### src/rtl/memory_bus_arbiter.sv
// Two-port arbiter for the shared 32-bit memory bus: data-first with a
// fetch starvation guard, one transaction at a time, and a response timeout.
module memory_bus_arbiter #(
   parameter int MAX_DATA_STREAK = 4,
   parameter int TIMEOUT_CYCLES  = 255
) (
   input  logic        clk,
   input  logic        rst,
   input  logic        i_read_i,
   input  logic [31:0] i_address_i,
   output logic        i_response_o,
   output logic [31:0] i_read_data_o,
   input  logic        d_read_i,
   input  logic        d_write_i,
   input  logic [31:0] d_address_i,
   input  logic [31:0] d_write_data_i,
   output logic        d_response_o,
   output logic [31:0] d_read_data_o,
   output logic        mem_read_o,
   output logic        mem_write_o,
   output logic [31:0] mem_address_o,
   output logic [31:0] mem_write_data_o,
   input  logic        mem_response_i,
   input  logic [31:0] mem_read_data_i,
   output logic        bus_error_o,
   output logic [1:0]  grant_o
);

   localparam int SW = (MAX_DATA_STREAK > 0) ? $clog2(MAX_DATA_STREAK + 1) : 1;
   localparam int TW = (TIMEOUT_CYCLES > 0) ? $clog2(TIMEOUT_CYCLES + 1) : 1;

   typedef enum logic [1:0] {
      IDLE,
      GRANT_I,
      GRANT_D,
      RELEASE
   } state_e;

   state_e      state_q;
   logic [SW-1:0] streak_q;
   logic [SW-1:0] streak_d;
   logic [TW-1:0] tmo_q;
   logic        mem_read_q;
   logic        mem_write_q;
   logic [31:0] mem_addr_q;
   logic [31:0] mem_wdata_q;
   logic [1:0]  grant_q;

   logic d_req;
   logic starve;
   logic go_d;
   logic go_i;
   logic granted;
   logic tmo_hit;
   logic done;

   always_comb begin
      d_req   = d_read_i | d_write_i;
      starve  = i_read_i && (streak_q == SW'(MAX_DATA_STREAK));
      go_d    = d_req && !starve;
      go_i    = i_read_i && !go_d;
      granted = (state_q == GRANT_I) || (state_q == GRANT_D);
      tmo_hit = granted && !mem_response_i && (TIMEOUT_CYCLES != 0)
                && (tmo_q == TW'(TIMEOUT_CYCLES));
      done    = granted && (mem_response_i || tmo_hit);
      // Streak only grows while fetch is actually waiting behind data.
      if (!i_read_i)
         streak_d = '0;
      else if (streak_q == SW'(MAX_DATA_STREAK))
         streak_d = streak_q;
      else
         streak_d = streak_q + SW'(1);
   end

   always_ff @(posedge clk) begin
      if (rst) begin
         state_q     <= IDLE;
         streak_q    <= '0;
         tmo_q       <= '0;
         mem_read_q  <= 1'b0;
         mem_write_q <= 1'b0;
         mem_addr_q  <= '0;
         mem_wdata_q <= '0;
         grant_q     <= 2'b00;
      end else begin
         unique case (state_q)
            IDLE: begin
               if (go_d) begin
                  state_q     <= GRANT_D;
                  grant_q     <= 2'b10;
                  mem_write_q <= d_write_i;
                  mem_read_q  <= !d_write_i;
                  mem_addr_q  <= d_address_i;
                  mem_wdata_q <= d_write_data_i;
                  streak_q    <= streak_d;
                  tmo_q       <= '0;
               end else if (go_i) begin
                  state_q     <= GRANT_I;
                  grant_q     <= 2'b01;
                  mem_write_q <= 1'b0;
                  mem_read_q  <= 1'b1;
                  mem_addr_q  <= i_address_i;
                  mem_wdata_q <= '0;
                  streak_q    <= '0;
                  tmo_q       <= '0;
               end
            end
            GRANT_I, GRANT_D: begin
               if (done) begin
                  state_q     <= RELEASE;
                  grant_q     <= 2'b00;
                  mem_write_q <= 1'b0;
                  mem_read_q  <= 1'b0;
                  mem_addr_q  <= '0;
                  mem_wdata_q <= '0;
               end else begin
                  tmo_q <= tmo_q + TW'(1);
               end
            end
            RELEASE: state_q <= IDLE;
            default: state_q <= IDLE;
         endcase
      end
   end

   assign mem_read_o       = mem_read_q;
   assign mem_write_o      = mem_write_q;
   assign mem_address_o    = mem_addr_q;
   assign mem_write_data_o = mem_wdata_q;
   assign grant_o          = grant_q;
   assign bus_error_o      = tmo_hit;

   assign i_response_o  = (state_q == GRANT_I) && done;
   assign d_response_o  = (state_q == GRANT_D) && done;
   assign i_read_data_o = ((state_q == GRANT_I) && mem_response_i)
                          ? mem_read_data_i : '0;
   assign d_read_data_o = ((state_q == GRANT_D) && mem_response_i)
                          ? mem_read_data_i : '0;

endmodule

### config.mk
export PLATFORM = sky130hd
export DESIGN_NAME = memory_bus_arbiter
export DESIGN_NICKNAME = d
export VERILOG_FILES = /design/src/rtl/memory_bus_arbiter.sv
export SDC_FILE = /design/constraint.sdc
export NUM_CORES = 1
export LEC_CHECK = 0
export CORE_MARGIN = 10
export CORE_UTILIZATION = 40
export CTS_CLUSTER_DIAMETER = 120
export DETAILED_ROUTE_END_ITERATION = 8
export PLACE_DENSITY = 0.87
export SLEW_MARGIN = 20
export SYNTH_ARGS = -nofsm -noshare
export SYNTH_HDL_FRONTEND = slang
export SYNTH_SLANG_ARGS = --single-unit
### constraint.sdc
create_clock -name clk -period 3.29 [get_ports clk]
set_input_delay 0.329 -clock clk [delete_from_list [all_inputs] [get_ports clk]]
set_output_delay 0.329 -clock clk [all_outputs]
set_load 0.02 [all_outputs]
==> results of run 1 <==
==> kinds of logic (layout without fill, tap and decap cells) <==
kind of cell,count (synthesis),count (layout),synth area share (%)
compound gates,166,166,28.3
fa+ha+maj,7,7,2.06
buf+inv,63,303,7.06
flops,81,81,38.1
mux,1,1,0.235
simple gates,182,182,24.2
==> registers in the layout (all words and copies together), names as in the netlist <==
register and cells:
mem_address_o 32, mem_write_data_o 32, tmo_q 8, streak_q 3, grant_o 2, state_q 2, mem_read_o 1, mem_write_o 1
==> per-layer routing <==
| layer | GRT usage [%] | vias up |
|---|---|---|
| li1 | - | 2352 |
| met3 | 7.02 | 17 |
| met1 | 22.9 | 2312 |
| met2 | 40.2 | 229 |
| met4 | 4.88 | 0 |
| met5 | 0 | - |
==> cell usage in the layout, fill, tap and decap left out, drive strengths merged, types with 3 or more instances in the layout <==
| cell type | instances |
|---|---|
| clkdlybuf4s50 | 266 |
| dfxtp | 81 |
| and3 | 67 |
| o21ai | 45 |
| a21oi | 42 |
| nand2 | 40 |
| nand4 | 37 |
| a22oi | 35 |
| a211oi | 32 |
| nand3 | 15 |
| buf | 12 |
| clkbuf | 11 |
| inv | 10 |
| nor2 | 9 |
| ha | 7 |
| nor3 | 3 |
==> worst max-delay path: cells and delay by family, from the launching register on <==
kind            cells  cell delay (ns)
compound gates      2             0.30
fa+ha+maj           1             0.42
buf+inv             2             0.60
flops               1             0.38
simple gates        2             0.92
==> worst max-delay path by stage <==
stage | slack [ns] | to | depth (start not counted)
2_1_floorplan | 1.40 | mem_write_data_o[1] | 7
3_3_place_gp | 0.60 | mem_address_o[11] | 6
3_5_place_dp | 0.49 | mem_address_o[23] | 6
4_1_cts | 0.50 | mem_write_data_o[9] | 7
5_1_grt | 0.32 | mem_write_data_o[9] | 7
6_report | 0.51 | mem_write_data_o[9] | 7
==> metrics by stage <==
stage / instances / utilization [%]
after global placement: 860 / 67.4
final: 876 / 69.4
after detailed placement: 860 / 67.4
after CTS: 876 / 69.4
after floorplan: 500 / -
after global routing: 876 / 69.4
==> where the power goes <==
group          switching [W]  internal, W
clock network       0.000375     0.000376
registers           0.000213      0.00135
logic                0.00227      0.00160
==> cell type report <==
class,count,area (sq um)
Clock buffer,11,141
Clock inverter,5,62.6
Fill cell,831,3160
Inverter,9,33.8
Multi-Input combinational cell,356,2360
Sequential cell,81,1620
Tap cell,136,170
Timing Repair Buffer,278,2780
==> run metrics, run 1 <==
crit path max fanout=38; Worst path max stage delay=~0.66 ns; Top Ports=roughly 270; RSZ-0062 raised after global routing=false; synth unique cells=47; hold wc startpoint=rst; Crit-path slowest cell=nor2_4; Synth top cells by count=dfxtp_1, and3_1, a21oi_1; final-stage net count=876; Die Wd=123 um; Slew HR=between 30% and 40%; count leader, synth=dfxtp_1; Iteration-0 DRC Markers=329; post-synth top area cell=dfxtp_1; Hold Path Depth=2; grt ovf=0; dpl hpwl=13.6 mm; mapped cell area=0.00425 sq mm; Clk pin slew, worst setup/hold paths=0.08 ns; R2R setup slack=between 0.5 and 0.6 ns; synthesized instance count=500; number of gates resized after cts=0; worst setup path startpoint=state_q[1]; Startpoint Class=register; clock root buffer=clkbuf_8; r2r startpoint=state_q[1]; Post-CTS Setup Repair Bufs=0; CP Cell Sequence=inv_1 -> ha_1 -> nor2b_1 -> o21a_1 -> nor2_4 -> buf_4 -> o21ai_1; Syn Area/Cell=8.50 sq um; drt pass-1 iters=6; Final Hold Fails=0; Worst Reg-to-Reg Cells=7; Synth Flop Type=dfxtp_1; Place WS=0.492 ns; Mapped Nets=approximately 640; PortBufs=around 270; Num CTS Buffers=9; Pwr Density=approximately 860 mW/mm^2; Starting Density=about 41%; Final ANT Viol Nets=0; Setup CP Type=reg -> reg; Clock Skew=0.0136 ns; Pwr Total=0.00618 W; Final Cycle Share=between 80% and 90%; Detailed Route WL=17.6 mm; final setup vio count=0; worst slew pin tran=1.01 ns; register bit count reported by yosys=81; clock sink count=81; ant diodes=0; Post-synth EDFFs=0; Final GP Congestion=0.934; total die area=0.0152 sq mm; top cells by area, synth=dfxtp_1, and3_1, a211oi_2; Synth top area share=roughly two fifths; met1 WL=6.62 mm; DR top layer=met4; fin area=0.00716 sq mm; CTS tree=done; DRC=0; Die Y=approximately 120 um; Worst Path Required=3.51 ns; nature of the critical path endpoint=register; Max VDD drop=568 uV; RR Endpoint=mem_write_data_o[9]; Syn-to-layout area delta=68.5%; Synthesis Warnings=0; GRT Util Overall=a little over a fifth; max frequency=0.360 GHz; Leak=2.72 nW; vias per inst=5.61; largest net degree at the start of global routing=67; hold_buf cts=0; WL met2=approximately 9.1 mm; Hold Crit Class=in -> reg; CTS max path bufs=2; initial antenna violation count=0; minimum clock period=around 2.8 ns; number of H-tree levels=3; CORE AREA=between 0.01 and 0.015 sq mm; vias in the first global route=roughly 5,000; final slew viol count=0; async set-or-reset flop fraction in the synthesized netlist=0%; worst-skew pair later-pin latency=0.35 ns; Placed Area=a little under 0.007 sq mm; Max-cap violations=0; first-pass GRT wire length=roughly 26 mm; WL/cell=20.1 um; WP data arrival=around 3 ns; final hold slack=0.390 ns; outcome=finished, final reports clean; worst hold endpoint=streak_q[2]; Row Count=37; via count=4,910; Seq/Total Area, Yosys=38.1%; layout cells sized above 1=a little under 9%; setup ws final=between 0.5 and 0.6 ns; TNS Setup=0 ns; metal3 WL=1.69 mm
Note: power is estimated with default switching activity, not from simulation.
==> inputs of run 2 (changes only) <==
Settings changed: CORE_UTILIZATION 40 to 37, PLACE_DENSITY 0.87 to 0.81.
Clock period 3.29 ns to 2.58 ns, I/O delays scaled along.
==> run 2 against run 1 <==
- via count is 1.7% higher
- highest routed layer unchanged
- sequential power grew 27%
- first-iteration DRC count up 2.1%
- cell area is 3.3% higher
- combinational power up 32%
==> run metrics, run 2 (same netlist as run 1, synthesis figures left out) <==
met1 WL=6.77 mm (+2.3%); number of H-tree levels=3 (unchanged); Die Y=127 um (+3.3%); drt pass-1 iters=5 (-1); final hold slack=0.292 ns (-0.0985 ns); vias per inst=5.59 (-0.25%); Setup CP Type=in -> out; hold_buf cts=0 (unchanged); Clock Skew=0.00887 ns (-0.00471 ns); Row Count=39 (+5.4%); Pwr Density=1140 mW/mm^2 (+32%); crit path max fanout=49 (+29%); Final Cycle Share=94.3%; layout cells sized above 1=10.0% (+1.1 points); Num CTS Buffers=9 (unchanged); number of gates resized after cts=0 (unchanged); worst-skew pair later-pin latency=0.33 ns (-0.02 ns); WL/cell=19.5 um (-3.2%); Leak=2.86 nW (+5.4%); dpl hpwl=13.5 mm (-0.99%); CORE AREA=0.0113 sq mm (+9.7%); vias in the first global route=5,042 (+1.7%); DRC=0 (unchanged); RSZ-0062 raised after global routing=false; Iteration-0 DRC Markers=336 (+2.1%); Max-cap violations=0 (unchanged); max frequency=0.411 GHz; worst slew pin tran=0.727 ns (-0.279 ns); WP data arrival=2.18 ns (-0.82 ns); PortBufs=268 (unchanged); final-stage net count=885 (+1.0%); TNS Setup=0 ns (unchanged); Final Util=65.4% (-4.0 points); DR top layer=met4; Crit-path slowest cell=clkdlybuf4s50_1; via count=4,993 (+1.7%); Max VDD drop=706 uV (+24%); Detailed Route WL=17.4 mm (-1.3%); Final GP Congestion=0.859 (-8.0%); Starting Density=37.6% (-3.6 points); initial antenna violation count=1 (+1); Startpoint Class=primary input; outcome=finished, final reports clean; CTS max path bufs=2 (unchanged); Worst path max stage delay=0.76 ns (+0.10 ns); metal3 WL=1.62 mm (-4.1%); WL met2=8.63 mm (-5.2%); final setup vio count=0 (unchanged); Top Ports=269 (unchanged); clock sink count=81 (unchanged); grt ovf=0 (unchanged); final slew viol count=0 (unchanged); Worst Path Required=2.32 ns (-1.19 ns); Final ANT Viol Nets=0 (unchanged); Hold Crit Class=in -> reg; CTS tree=done; most frequent cells in the layout=clkdlybuf4s50_1, dfxtp_1, and3_1; Post-CTS Setup Repair Bufs=0 (unchanged); largest net degree at the start of global routing=50 (-25%); first-pass GRT wire length=27.0 mm (+2.3%); Clk pin slew, worst setup/hold paths=0.06 ns (-0.02 ns); minimum clock period=2.43 ns; CP top delay family=buffers and inverters; total die area=0.0162 sq mm (+6.8%); Slew HR=51.4% (+19 points); WP buf/inv=3 (+1); most common library cell in the layout ignoring fill and taps=clkdlybuf4s50_1; CP Cell Sequence=clkdlybuf4s50_1 -> buf_6 -> and3_1 -> clkdlybuf4s50_1; most frequent CP cell=clkdlybuf4s50_1; nature of the critical path endpoint=output pin; clock root buffer=clkbuf_16; Syn-to-layout area delta=74.0%; GRT Util Overall=20.1% (-1.4 points); Die Wd=127 um (+3.3%); Final Hold Fails=0 (unchanged)
-- run 2: per-layer routing --
metal	vias up	track usage (%)
li1	2369	-
met1	2336	21.9
met5	-	0
met4	0	7.03
met2	258	35.2
met3	30	7.15
-- run 2: layout make-up --
cell class                 count  area, sq um
clock buffer                  11          233
fill                         937         3920
tap                          143          179
clock inverter                 5         78.8
inverter                       9         33.8
timing repair buffer         287         2890
sequential                    81         1620
antenna                        1         2.50
multi-input combinational    356         2360
-- run 2: path summary, 6_finish.rpt --
| check | startpoint | end | slack [ns] | cells after the start |
|---|---|---|---|---|
| max | mem_response_i | i_read_data_o[14] | 0.15 | 4 |
| min | rst | streak_q[2] | 0.29 | 2 |
| max reg2reg | state_q[0] | mem_write_data_o[18] | 0.27 | 7 |
| min reg2reg | mem_write_data_o[24] | mem_write_data_o[24] | 0.45 | 2 |
-- run 2: where the power goes --
part	internal, W	total (W)	switching, W	leakage (nW)
Combinational	0.00218	0.00511	0.00294	2.04
Clock	0.000849	0.00136	0.000508	0.154
Sequential	0.00172	0.00198	0.000258	0.665
Total	0.00475	0.00845	0.00370	2.86
-- run 2: metrics by stage --
stage / setup WS, ns / area (sq um) / total power [W] / instances
after floorplan: 0.688 / 4250 / 0.00511 / 500
after global placement: 0.131 / 7070 / 0.00698 / 876
after detailed placement: 0.0443 / 7070 / 0.00711 / 876
after CTS: 0.0560 / 7390 / 0.00850 / 892
after global routing: 0.00405 / 7400 / 0.00895 / 892
final: 0.147 / 7400 / 0.00845 / 893
==> inputs of run 3 (changes only) <==
Settings changed: CORE_ASPECT_RATIO set to 1.2, CORE_UTILIZATION 37 to 45, DONT_BUFFER_PORTS set to 1, PLACE_DENSITY 0.81 to unset.
==> run 3 against run 2 <==
- utilization down 15 points
- routed wire length fell by 17%
- first-iteration DRC count fell by 13%
- setup slack improved by 0.24 ns
- clock power decreased by 21%
- sequential share of layout area increased by 13 points
- critical path depth up 1
- combinational power fell by 35%
- clock skew increased by 0.0016 ns
- via count down 22%
==> run metrics, run 3 (same netlist as run 1, synthesis figures left out) <==
outcome=finished, final reports clean; number of H-tree levels=3 (unchanged); total die area=0.0138 sq mm (-15%); Pwr Density=1520 mW/mm^2 (+33%); CTS max path bufs=2 (unchanged); met3 Track Usage GR=8.46% (+1.3 points); GRT Util Overall=19.6% (-0.51 points); number of gates resized after cts=0 (unchanged); NetSw=0.00348 W (-6.1%); Pwr Total=0.00702 W (-17%); Setup CP Type=reg -> out; drt pass-1 iters=5 (unchanged); worst-skew pair later-pin latency=0.37 ns (+0.04 ns); ant diodes=0 (-1); dpl hpwl=10.6 mm (-21%); Hold Crit Class=in -> reg; Max VDD drop=990 uV (+40%); WL/cell=23.9 um (+22%); initial antenna violation count=0 (-1); fin area=0.00463 sq mm (-37%); Top Ports=269 (unchanged); crit path max fanout=9 (-82%); Syn-to-layout area delta=8.89%; TNS Setup=0 ns (unchanged); vias in the first global route=3,787 (-25%); WP data arrival=1.93 ns (-0.25 ns); Clk pin slew, worst setup/hold paths=0.09 ns (+0.03 ns); Clock Skew=0.0105 ns (+0.00162 ns); minimum clock period=2.19 ns (-0.242 ns); CTS tree=done; clock share of power=15.3% (-0.8 points); Worst path max stage delay=0.44 ns (-0.32 ns); met2 usage=33.2% (-2.0 points); Startpoint Class=register; Row Count=38 (-2.6%); final slew viol count=0 (unchanged); Pint=0.00355 W (-25%); final hold slack=0.0217 ns (-0.270 ns); Leak=1.81 nW (-37%); grt ovf=0 (unchanged); DRC=0 (unchanged); busiest grt layer=met2; Crit-path slowest cell=ha_1; final-stage net count=620 (-30%); Gate power share=47.3% (-13 points); Final Cycle Share=84.9% (-9.4 points); Slew HR=45.6% (-5.8 points); Iteration-0 DRC Markers=291 (-13%); M1 GR Usage=21.4% (-0.56 points); Starting Density=46.6% (+9.0 points); most common library cell in the layout ignoring fill and taps=dfxtp_1; clock root buffer=clkbuf_8; vias per inst=6.46 (+15%); CORE AREA=0.00913 sq mm (-19%); first-pass GRT wire length=21.6 mm (-20%); Worst Path Required=2.32 ns (about the same); Detailed Route WL=14.4 mm (-17%); final setup vio count=0 (unchanged); Final Hold Fails=0 (unchanged); CP Cell Sequence=inv_1 -> ha_1 -> nor2b_1 -> buf_4 -> and3_1; Final GP Congestion=0.845 (-1.6%); most frequent cells in the layout=dfxtp_1, and3_1, a21oi_1; layout cells sized above 1=15.7% (+5.7 points); Final ANT Viol Nets=0 (unchanged); Switching Fraction=49.5% (+5.7 points); clock sink count=81 (unchanged); nature of the critical path endpoint=output pin; Die Wd=109 um (-15%); worst slew pin tran=0.816 ns (+0.0887 ns); Num CTS Buffers=9 (unchanged); via count=3,899 (-22%); Placed Area=0.00437 sq mm (-38%); PortBufs=0 (-100%); max frequency=0.456 GHz (+11%); Die Y=126 um (-0.57%); Max-cap violations=0 (unchanged); sequential power share=37.4% (+14 points); RSZ-0062 raised after global routing=false; largest net degree at the start of global routing=68 (+36%)
[run 3: changes by cell type in the layout (fill, tap and decap cells not counted), moves of 2 or more]
cell,change
buf_4,+3
clkinv_2,-2
clkbuf_16,-9
dlymetal6s2s_1,-2
clkbuf_8,+10
clkdlybuf4s50_1,-264
[run 3: area by class of cell]
type | count | area (sq um)
Clock buffer | 11 | 141
Clock inverter | 5 | 87.6
Fill cell | 831 | 4500
Inverter | 9 | 33.8
Multi-Input combinational cell | 356 | 2360
Sequential cell | 81 | 1620
Tap cell | 120 | 150
Timing Repair Buffer | 22 | 235
[run 3: worst max-delay path: cells and delay by family, from the launching register on]
family                   cells  cell delay (ns)
adder cells (fa/ha/maj)      1             0.44
AND/OR/NAND/NOR              2             0.51
flip-flops                   1             0.36
buffers and inverters        2             0.26
[run 3: final timing paths]
| kind | start | end | slack, ns | depth (start not counted) |
|---|---|---|---|---|
| max reg2reg | state_q[1] | mem_write_data_o[19] | 0.44 | 7 |
| min | d_write_data_i[1] | mem_write_data_o[1] | 0.02 | 2 |
| min reg2reg | streak_q[1] | streak_q[1] | 0.48 | 2 |
| max | state_q[1] | bus_error_o | 0.39 | 5 |
[run 3: power by group through the flow]
stage	clock network (W)	registers, W	logic (W)
after floorplan	0	0.00250	0.00261
after global placement	0	0.00267	0.00324
after detailed placement	0	0.00267	0.00331
after CTS	0.00110	0.00264	0.00334
after global routing	0.00116	0.00269	0.00366
final	0.00108	0.00262	0.00332
[run 3: per-stage QoR]
stage / util (%) / std cells / setup WS (ns)
6_report: 50.7 / 604 / 0.389
5_1_grt: 50.7 / 604 / 0.175
4_1_cts: 50.7 / 604 / 0.364
3_5_place_dp: 47.9 / 587 / 0.460
3_3_place_gp: 47.9 / 587 / 0.514
2_1_floorplan: - / 500 / 0.688
[run 3: what timing repair did]
| action | CTS | global route |
|---|---|---|
| endpoints found under the hold margin | 42 | 0 |
| hold buffers | 1 | 0 |
| setup buffers | 0 | 0 |
[run 3: layer usage]
metal | part of all wire [%] | wire (um) | up-vias
li1 | - | - | 1837
met1 | 37 | 5300 | 1857
met2 | 51 | 7290 | 186
met3 | 11 | 1620 | 19
met4 | 1.4 | 208 | 0
met5 | 0 | 0 | -
